### src/rtl/div_pkg.sv
// Shared constants, FSM state type and sign helper for the radix-2 divider.
package div_pkg;

  localparam int unsigned DIV_W = 16;
  localparam int unsigned STEPS = 16;
  localparam int unsigned CNT_W = 4;
  localparam logic [CNT_W-1:0] LAST_STEP = CNT_W'(STEPS - 1);

  typedef enum logic [1:0] {
    S_IDLE = 2'd0,
    S_CALC = 2'd1,
    S_DONE = 2'd2
  } state_t;

  function automatic logic [DIV_W-1:0] cond_neg(input logic [DIV_W-1:0] v, input logic neg);
    return neg ? (~v + 1'b1) : v;
  endfunction

endpackage

### src/rtl/restore_sub17.sv
// 17-bit ripple subtractor (a - b) built from full-adder cells; borrow=1 means a < b.
module restore_sub17 (
  input  logic [16:0] i_a,
  input  logic [16:0] i_b,
  output logic [16:0] o_diff,
  output logic        o_borrow
);

  logic [17:0] w_c;
  logic [16:0] w_bn;

  assign w_c[0] = 1'b1;
  assign w_bn   = ~i_b;

  for (genvar i = 0; i < 17; i++) begin : g_fa
    assign o_diff[i]  = i_a[i] ^ w_bn[i] ^ w_c[i];
    assign w_c[i + 1] = (i_a[i] & w_bn[i]) | (w_c[i] & (i_a[i] ^ w_bn[i]));
  end

  assign o_borrow = ~w_c[17];

endmodule

### src/rtl/radix2_div16_16.sv
// Sequential radix-2 restoring divider, signed/unsigned, 16 steps plus one DONE cycle.
module radix2_div16_16 #(
  parameter int unsigned DIV_W = 16
) (
  input  logic             clk,
  input  logic             rst_n,
  input  logic             start,
  input  logic             signed_mode,
  input  logic [DIV_W-1:0] dividend,
  input  logic [DIV_W-1:0] divisor,
  output logic             busy,
  output logic             done,
  output logic [DIV_W-1:0] quotient,
  output logic [DIV_W-1:0] remainder,
  output logic             div_by_zero,
  output logic             ovf
);

  div_pkg::state_t               r_state;
  logic [div_pkg::CNT_W-1:0]     r_cnt;
  logic [DIV_W:0]                r_rem;
  logic [DIV_W-1:0]              r_quo;
  logic [DIV_W-1:0]              r_dvs;
  logic                          r_neg_q;
  logic                          r_neg_r;
  logic                          r_dz;
  logic                          r_ovf;

  logic                          w_a_neg;
  logic                          w_b_neg;
  logic [DIV_W-1:0]              w_a_mag;
  logic [DIV_W-1:0]              w_b_mag;
  logic [DIV_W:0]                w_shift;
  logic [DIV_W:0]                w_diff;
  logic                          w_borrow;
  logic [DIV_W:0]                w_rem_nxt;
  logic [DIV_W-1:0]              w_quo_nxt;
  logic [DIV_W-1:0]              w_q_fin;
  logic [DIV_W-1:0]              w_r_fin;
  logic                          w_unused_rem_msb;

  assign w_a_neg = signed_mode & dividend[DIV_W-1];
  assign w_b_neg = signed_mode & divisor[DIV_W-1];
  assign w_a_mag = div_pkg::cond_neg(dividend, w_a_neg);
  assign w_b_mag = div_pkg::cond_neg(divisor, w_b_neg);

  // Dividend magnitude lives in r_quo and is shifted out MSB-first as quotient bits shift in.
  assign w_shift = {r_rem[DIV_W-1:0], r_quo[DIV_W-1]};

  restore_sub17 u_sub (
    .i_a      (w_shift),
    .i_b      ({1'b0, r_dvs}),
    .o_diff   (w_diff),
    .o_borrow (w_borrow)
  );

  assign w_rem_nxt = w_borrow ? w_shift : w_diff;
  assign w_quo_nxt = {r_quo[DIV_W-2:0], ~w_borrow};

  // The partial remainder stays below the divisor, so its top bit is never carried forward.
  assign w_unused_rem_msb = r_rem[DIV_W];

  assign w_q_fin = r_dz ? '1 : div_pkg::cond_neg(w_quo_nxt, r_neg_q);
  assign w_r_fin = div_pkg::cond_neg(w_rem_nxt[DIV_W-1:0], r_neg_r);

  assign busy = (r_state != div_pkg::S_IDLE);
  assign done = (r_state == div_pkg::S_DONE);

  always_ff @(posedge clk or negedge rst_n) begin
    if (!rst_n) begin
      r_state     <= div_pkg::S_IDLE;
      r_cnt       <= '0;
      r_rem       <= '0;
      r_quo       <= '0;
      r_dvs       <= '0;
      r_neg_q     <= 1'b0;
      r_neg_r     <= 1'b0;
      r_dz        <= 1'b0;
      r_ovf       <= 1'b0;
      quotient    <= '0;
      remainder   <= '0;
      div_by_zero <= 1'b0;
      ovf         <= 1'b0;
    end else begin
      case (r_state)
        div_pkg::S_IDLE: begin
          if (start) begin
            r_rem   <= '0;
            r_quo   <= w_a_mag;
            r_dvs   <= w_b_mag;
            r_neg_q <= w_a_neg ^ w_b_neg;
            r_neg_r <= w_a_neg;
            r_dz    <= (divisor == '0);
            r_ovf   <= signed_mode && (dividend == {1'b1, {(DIV_W-1){1'b0}}})
                       && (divisor == '1);
            r_cnt   <= '0;
            r_state <= div_pkg::S_CALC;
          end
        end
        div_pkg::S_CALC: begin
          r_rem <= w_rem_nxt;
          r_quo <= w_quo_nxt;
          if (r_cnt == div_pkg::LAST_STEP) begin
            r_cnt       <= '0;
            quotient    <= w_q_fin;
            remainder   <= w_r_fin;
            div_by_zero <= r_dz;
            ovf         <= r_ovf;
            r_state     <= div_pkg::S_DONE;
          end else begin
            r_cnt <= r_cnt + 1'b1;
          end
        end
        div_pkg::S_DONE: r_state <= div_pkg::S_IDLE;
        default:         r_state <= div_pkg::S_IDLE;
      endcase
    end
  end

endmodule

### config.mk
export PLATFORM = sky130hd
export DESIGN_NAME = radix2_div16_16
export DESIGN_NICKNAME = d
export VERILOG_FILES = /design/src/rtl/div_pkg.sv /design/src/rtl/restore_sub17.sv /design/src/rtl/radix2_div16_16.sv
export SDC_FILE = /design/constraint.sdc
export NUM_CORES = 1
export LEC_CHECK = 0
export ABC_AREA = 0
export BUFFER_PORTS_ARGS = -buffer_cell sky130_fd_sc_hd__buf_2
export CAP_MARGIN = 20
export CORE_MARGIN = 2
export CORE_UTILIZATION = 55
export DETAILED_ROUTE_END_ITERATION = 12
export HOLD_SLACK_MARGIN = 0.08
export PLACE_DENSITY = 0.76
export SLEW_MARGIN = 5
export SYNTH_ARGS = -nofsm -noshare
export SYNTH_HDL_FRONTEND = slang
export SYNTH_HIERARCHICAL = 1
export SYNTH_SLANG_ARGS = --single-unit
### constraint.sdc
create_clock -name clk -period 18.4 [get_ports clk]
set_clock_uncertainty 0.1 [all_clocks]
set_input_delay 2.76 -clock clk [delete_from_list [all_inputs] [get_ports clk]]
set_output_delay 2.76 -clock clk [all_outputs]
set_load 0.005 [all_outputs]
== Yosys cells after proc, flatten, opt, wreduce, memory -nomap -nowiden ==
Cells that the tools add are included.
Operators by class
  add/sub/neg operators: 5
  bitwise gates (word level): 91
  mux-type cells: 16
  reductions and logical operators: 10
  equal/unequal tests: 7
Operator list (count)
  2-to-1 mux 16 bit: 8
  adder 16 x 1 -> 16 bit (second input constant): 4
  inverter 16 bit: 4
  one-hot mux 16 bit (2 select lines): 2
  AND 1 bit: 35
  XOR 1 bit: 33
  equality test 16 bit (second input constant): 2
  inverter 16 -> 17 bit: 1
  OR 1 bit: 17
  zero test 16 bit: 1
  2-to-1 mux 4 bit: 2
  one-hot mux 4 bit (2 select lines): 1
  AND reduction 2 bit: 4
  adder 4 x 1 -> 4 bit (second input constant): 1
  equality test 4 bit (second input constant): 1
  2-to-1 mux 2 bit: 2
  inequality test 2 bit (second input constant): 2
  one-hot mux 2 bit (2 select lines): 1
  nonzero test 2 bit: 2
  equality test 2 x 1 -> 1 bit (second input constant): 1
  equality test 2 bit (second input constant): 1
  logical AND 1 bit: 2
  zero test 2 bit: 1
  inverter 1 bit: 1
Word-level totals
  input bits: 36
  register bits: 92

== Longest topological paths before layout ==
  depth after elaboration: 39
  mapped depth: 29

== Hierarchy ==
The synthesis kept the hierarchy.
By module, submodules not included
  radix2_div16_16: area each 5066.1 um^2, cells each 566, instances 1
  restore_sub17: area each 464.2 um^2, cells each 52, instances 1

== Worst setup path before layout ==
Ideal clock, no wire load.
  kind: reg2reg
  start point: reg r_quo[15]
  end point: reg remainder[14]
  stages on the path, launching flop included: 30
  path slack: 9.699 ns
  clock period less this slack: 8.701 ns
  data arrival time: 8.464 ns
  library setup time: 0.136 ns
  cell sequence: dfrtp_1 inv_1 ha_1 fa_1 fa_1 fa_1 fa_1 fa_1 fa_1 fa_1 fa_1 fa_1 fa_1 fa_1 fa_1 fa_1 inv_1 fa_1 inv_1 fa_1 fa_1 clkbuf_1 buf_1 buf_2 mux2i_1 ha_1 o221ai_1 o41ai_1 xnor2_1 o21ai_0
On the way
  longest elaborated chain between the ends: 38
  elaborated cells on any way between the ends: 54
  those cells by class: 1 x add/sub; 2 x mux; 51 x bitwise
Ends and longest elaborated chain
  from (decl): line radix2_div16_16.sv:22  | logic [DIV_W-1:0] r_quo;
  from (signal assigned): line radix2_div16_16.sv:89  | r_quo <= w_a_mag;
  from (signal assigned): line radix2_div16_16.sv:102  | r_quo <= w_quo_nxt;
  AND 1 bit / XOR 1 bit (equally long branches): line restore_sub17.sv:17, restore_sub17.sv:16
  OR 1 bit: line restore_sub17.sv:17  | assign w_c[i + 1] = (i_a[i] & w_bn[i]) | (w_c[i] & (i_a[i] ^ w_bn[i]));
  AND 1 bit: line restore_sub17.sv:17
  OR 1 bit: line restore_sub17.sv:17
  AND 1 bit: line restore_sub17.sv:17
  OR 1 bit: line restore_sub17.sv:17
  AND 1 bit: line restore_sub17.sv:17
  OR 1 bit: line restore_sub17.sv:17
  [22 not listed]
  AND 1 bit: line restore_sub17.sv:17
  OR 1 bit: line restore_sub17.sv:17
  AND 1 bit: line restore_sub17.sv:17
  OR 1 bit: line restore_sub17.sv:17
  2-to-1 mux 16 bit *: line radix2_div16_16.sv:57  | assign w_rem_nxt = w_borrow ? w_shift : w_diff;
  inverter 16 bit: line div_pkg.sv:16  | return neg ? (~v + 1'b1) : v;
  adder 16 x 1 -> 16 bit: line div_pkg.sv:16
  2-to-1 mux 16 bit *: line div_pkg.sv:16
  to (signal assigned): line radix2_div16_16.sv:106  | remainder <= w_r_fin;
  to (decl): line radix2_div16_16.sv:14  | output logic [DIV_W-1:0] remainder,
Mark *: on every way between the ends. The rest lies on a longest branch, timed or not.
A chain may end at the register's enable or synchronous reset.

== Worst setup path in the final report ==
Ends and elaborated chain as after synthesis.

==> results.toml <==
[clock_network]
holdBufCountCts = 0
cts-buffers-inserted = 9
cts.repair_timing.setup_buffer_count = 0
cts_tree = "yes"
cts_repair_resize_count = 0
cts_max_path_buffers = 2
clock_insertion_delay_worst_skew_ns = 0.37
htree_num_levels = 3
clock-root-buffer = "sky130_fd_sc_hd__clkbuf_8"
tritoncts_num_sinks = 92
clk_pin_slew_worst_paths_ns = 0.09

[sta]
timing.final.crit_share_pct = 48.7
clock.fmax_mhz = 112
finalSetupViolations = 0
max_slew_margin_pct = 44.4
finalMaxSlewViolations = 0
tns_ns = 0
worst_pin_slew_ns = 0.826
finalHoldViolCount = 0
finalCriticalPeriod_ns = 8.96
rsz0062_at_grt = "no"

[yosys]
mapped_cells = 617
post_synth_instance_area_sq_um = 5530
post_synth.cell_area_avg_sq_um = 8.96
synth_warnings = 6
synth.net_count = 676

[drt]
drt_drc_violations_left = 0
route.detailed.vias_per_inst = 5.68
dr_total_vias = 4606
drt_iter0_markers = 284
antenna_nets_post_route = 0
drt_wl_total_um = 12900
firstDrtPassIters = 5
drt-wirelength-per-cell_um = 15.9

[floorplanning]
design.portCount = 72
design.die.area_sq_um = 10900
die_height_um = 104
floorplan.initialDensity_pct = 56.5
core_area_sq_um = 9770
floorplan.rows = 36
fp.dieW_um = 104

[final_layout]
multi_input_area_sq_um = 2930
num-nets-final = 732
area_added_between_synthesis_and_finish_pct = 12.6
antenna_cells = 0
final_cells = 811
fill_cells = 835
regArea_sq_um = 2300
drive_above_1_share_pct = 14.9

[global_route]
grt_pass1_wl_um = 21500
first_global_vias = 4389
antenna_violations_before_repair = 0
grt_util_all_layers_pct = 24.6
aggregate_global_routing_overflow = 0
grt_max_degree = 67

[critical_path]
setup.worst_path.start_class = "register"
timing.reg2reg.setup_slack_ns = 9.44
criticalPathCategory = "reg2reg"
worst-endpoint-arrival_ns = 9.09
crit_path_max_fanout = 39
timing.critical_path.to_type = "register"
required_ns = 18.53

[pwr]
irDropWorstVdd_uv = 76.3
leakage_nw = 2.71
switching_share_pct = 45.3
power_frac_clock_pct = 13.0
report.power.total_mw = 1.16
p_sw_mw = 0.528
share_comb_of_total_power_pct = 53.6
power.sequential.fraction_pct = 33.4
power_per_cell_area_nw_per_um2 = 187
power_report.internal_total_mw = 0.637

[placed_design]
port-buffer-count = 71
routabilityCongestion = 0.904
dp_hpwl_um = 9550
dp_cells = 793

[job]
max_capacitance_violation_count = 0

[hold_path]
hold_path.class = "reg2reg"

[outcome]
status = "complete, no violations"
==> power by group through the flow <==
stage	Combinational [mW]	Sequential, mW	Clock [mW]
2_1_floorplan	0.463	0.363	0
3_3_place_gp	0.586	0.387	0
3_5_place_dp	0.615	0.393	0
4_1_cts	0.619	0.389	0.154
5_1_grt	0.710	0.404	0.163
6_report	0.624	0.389	0.152
==> layout make-up <==
class	count	area share (%)
multi-input cells	448	47.1
flip-flops and latches	92	37.0
repair buffers	77	6.85
inverters	45	2.71
well taps	133	2.67
clock buffers	11	2.27
clock inverters	5	1.37
==> sequential cells by signal, summed over array words and instances, names as in the netlist <==
name and flops:
div_by_zero 1, ovf 1, quotient 16, r_cnt 4, r_dvs 16, r_dz 1
r_neg_q 1, r_neg_r 1, r_ovf 1, r_quo 16, r_rem 16, r_state 2
remainder 16
==> metal layers <==
layer	wire [um]	GRT usage (%)	share of wire, %	vias up
met5	0	0	0	-
met4	150	7.63	1.2	0
met3	774	5.01	6.0	13
met2	5750	36.2	45	148
met1	6180	36.7	48	2177
li1	-	-	-	2268
==> layout by cell type (no fill, tap or decap), types with 7 or more instances in the layout <==
cell and instances:
sky130_fd_sc_hd__xnor2_1 28, sky130_fd_sc_hd__o31ai_1 8, sky130_fd_sc_hd__a31oi_1 13, sky130_fd_sc_hd__clkbuf_8 10, sky130_fd_sc_hd__dfrtp_1 92, sky130_fd_sc_hd__a21oi_1 19, sky130_fd_sc_hd__nand3_1 21, sky130_fd_sc_hd__nor2_1 52
sky130_fd_sc_hd__o21ai_0 75, sky130_fd_sc_hd__ha_1 7, sky130_fd_sc_hd__nor3_1 13, sky130_fd_sc_hd__mux2i_1 24, sky130_fd_sc_hd__xor2_1 18, sky130_fd_sc_hd__nand2_1 68, sky130_fd_sc_hd__nor4_1 10, sky130_fd_sc_hd__inv_1 43
sky130_fd_sc_hd__fa_1 16, sky130_fd_sc_hd__a22oi_1 14, sky130_fd_sc_hd__o211ai_1 7, sky130_fd_sc_hd__buf_2 70
==> per-stage QoR <==
| step | hold WS [ns] | cell area (sq um) | util [%] | worst slack (ns) |
|---|---|---|---|---|
| floorplan | 0.339 | 5530 | - | 9.70 |
| global placement | 0.356 | 5950 | 60.9 | 9.85 |
| detailed placement | 0.363 | 5960 | 61.0 | 9.53 |
| CTS | 0.386 | 6190 | 63.3 | 9.46 |
| global route | 0.406 | 6220 | 63.7 | 9.04 |
| finish | 0.377 | 6220 | 63.7 | 9.44 |
==> worst paths after layout <==
kind | from | endpoint | cells after the start
worst max-delay path | r_quo[15] | remainder[14] | 27
worst min-delay path | remainder[3] | remainder[3] | 2
worst max register to register | r_quo[15] | remainder[14] | 27
worst min register to register | remainder[3] | remainder[3] | 2
max in group asynchronous | rst_n | remainder[12] | 2
min in group asynchronous | rst_n | remainder[10] | 1
==> worst max-delay path, cell delays in order, from the launching register on <==
cell	delay, ns
sky130_fd_sc_hd__dfrtp_1	0.42
sky130_fd_sc_hd__inv_1	0.06
sky130_fd_sc_hd__ha_1	0.21
sky130_fd_sc_hd__fa_1	0.39
sky130_fd_sc_hd__fa_1	0.40
sky130_fd_sc_hd__fa_1	0.40
sky130_fd_sc_hd__fa_1	0.40
sky130_fd_sc_hd__fa_1	0.39
sky130_fd_sc_hd__fa_1	0.40
sky130_fd_sc_hd__fa_1	0.39
sky130_fd_sc_hd__fa_1	0.40
sky130_fd_sc_hd__fa_1	0.40
sky130_fd_sc_hd__fa_1	0.40
sky130_fd_sc_hd__fa_1	0.39
sky130_fd_sc_hd__fa_1	0.39
sky130_fd_sc_hd__fa_1	0.37
sky130_fd_sc_hd__inv_1	0.08
sky130_fd_sc_hd__fa_1	0.16
sky130_fd_sc_hd__inv_1	0.05
sky130_fd_sc_hd__fa_1	0.39
sky130_fd_sc_hd__fa_1	0.38
sky130_fd_sc_hd__buf_4	0.28
sky130_fd_sc_hd__mux2i_1	0.34
sky130_fd_sc_hd__ha_1	0.26
sky130_fd_sc_hd__o221ai_1	0.22
sky130_fd_sc_hd__o41ai_1	0.51
sky130_fd_sc_hd__xnor2_1	0.16
sky130_fd_sc_hd__o21ai_0	0.09
No activity file was read; power rests on OpenSTA's default activity.
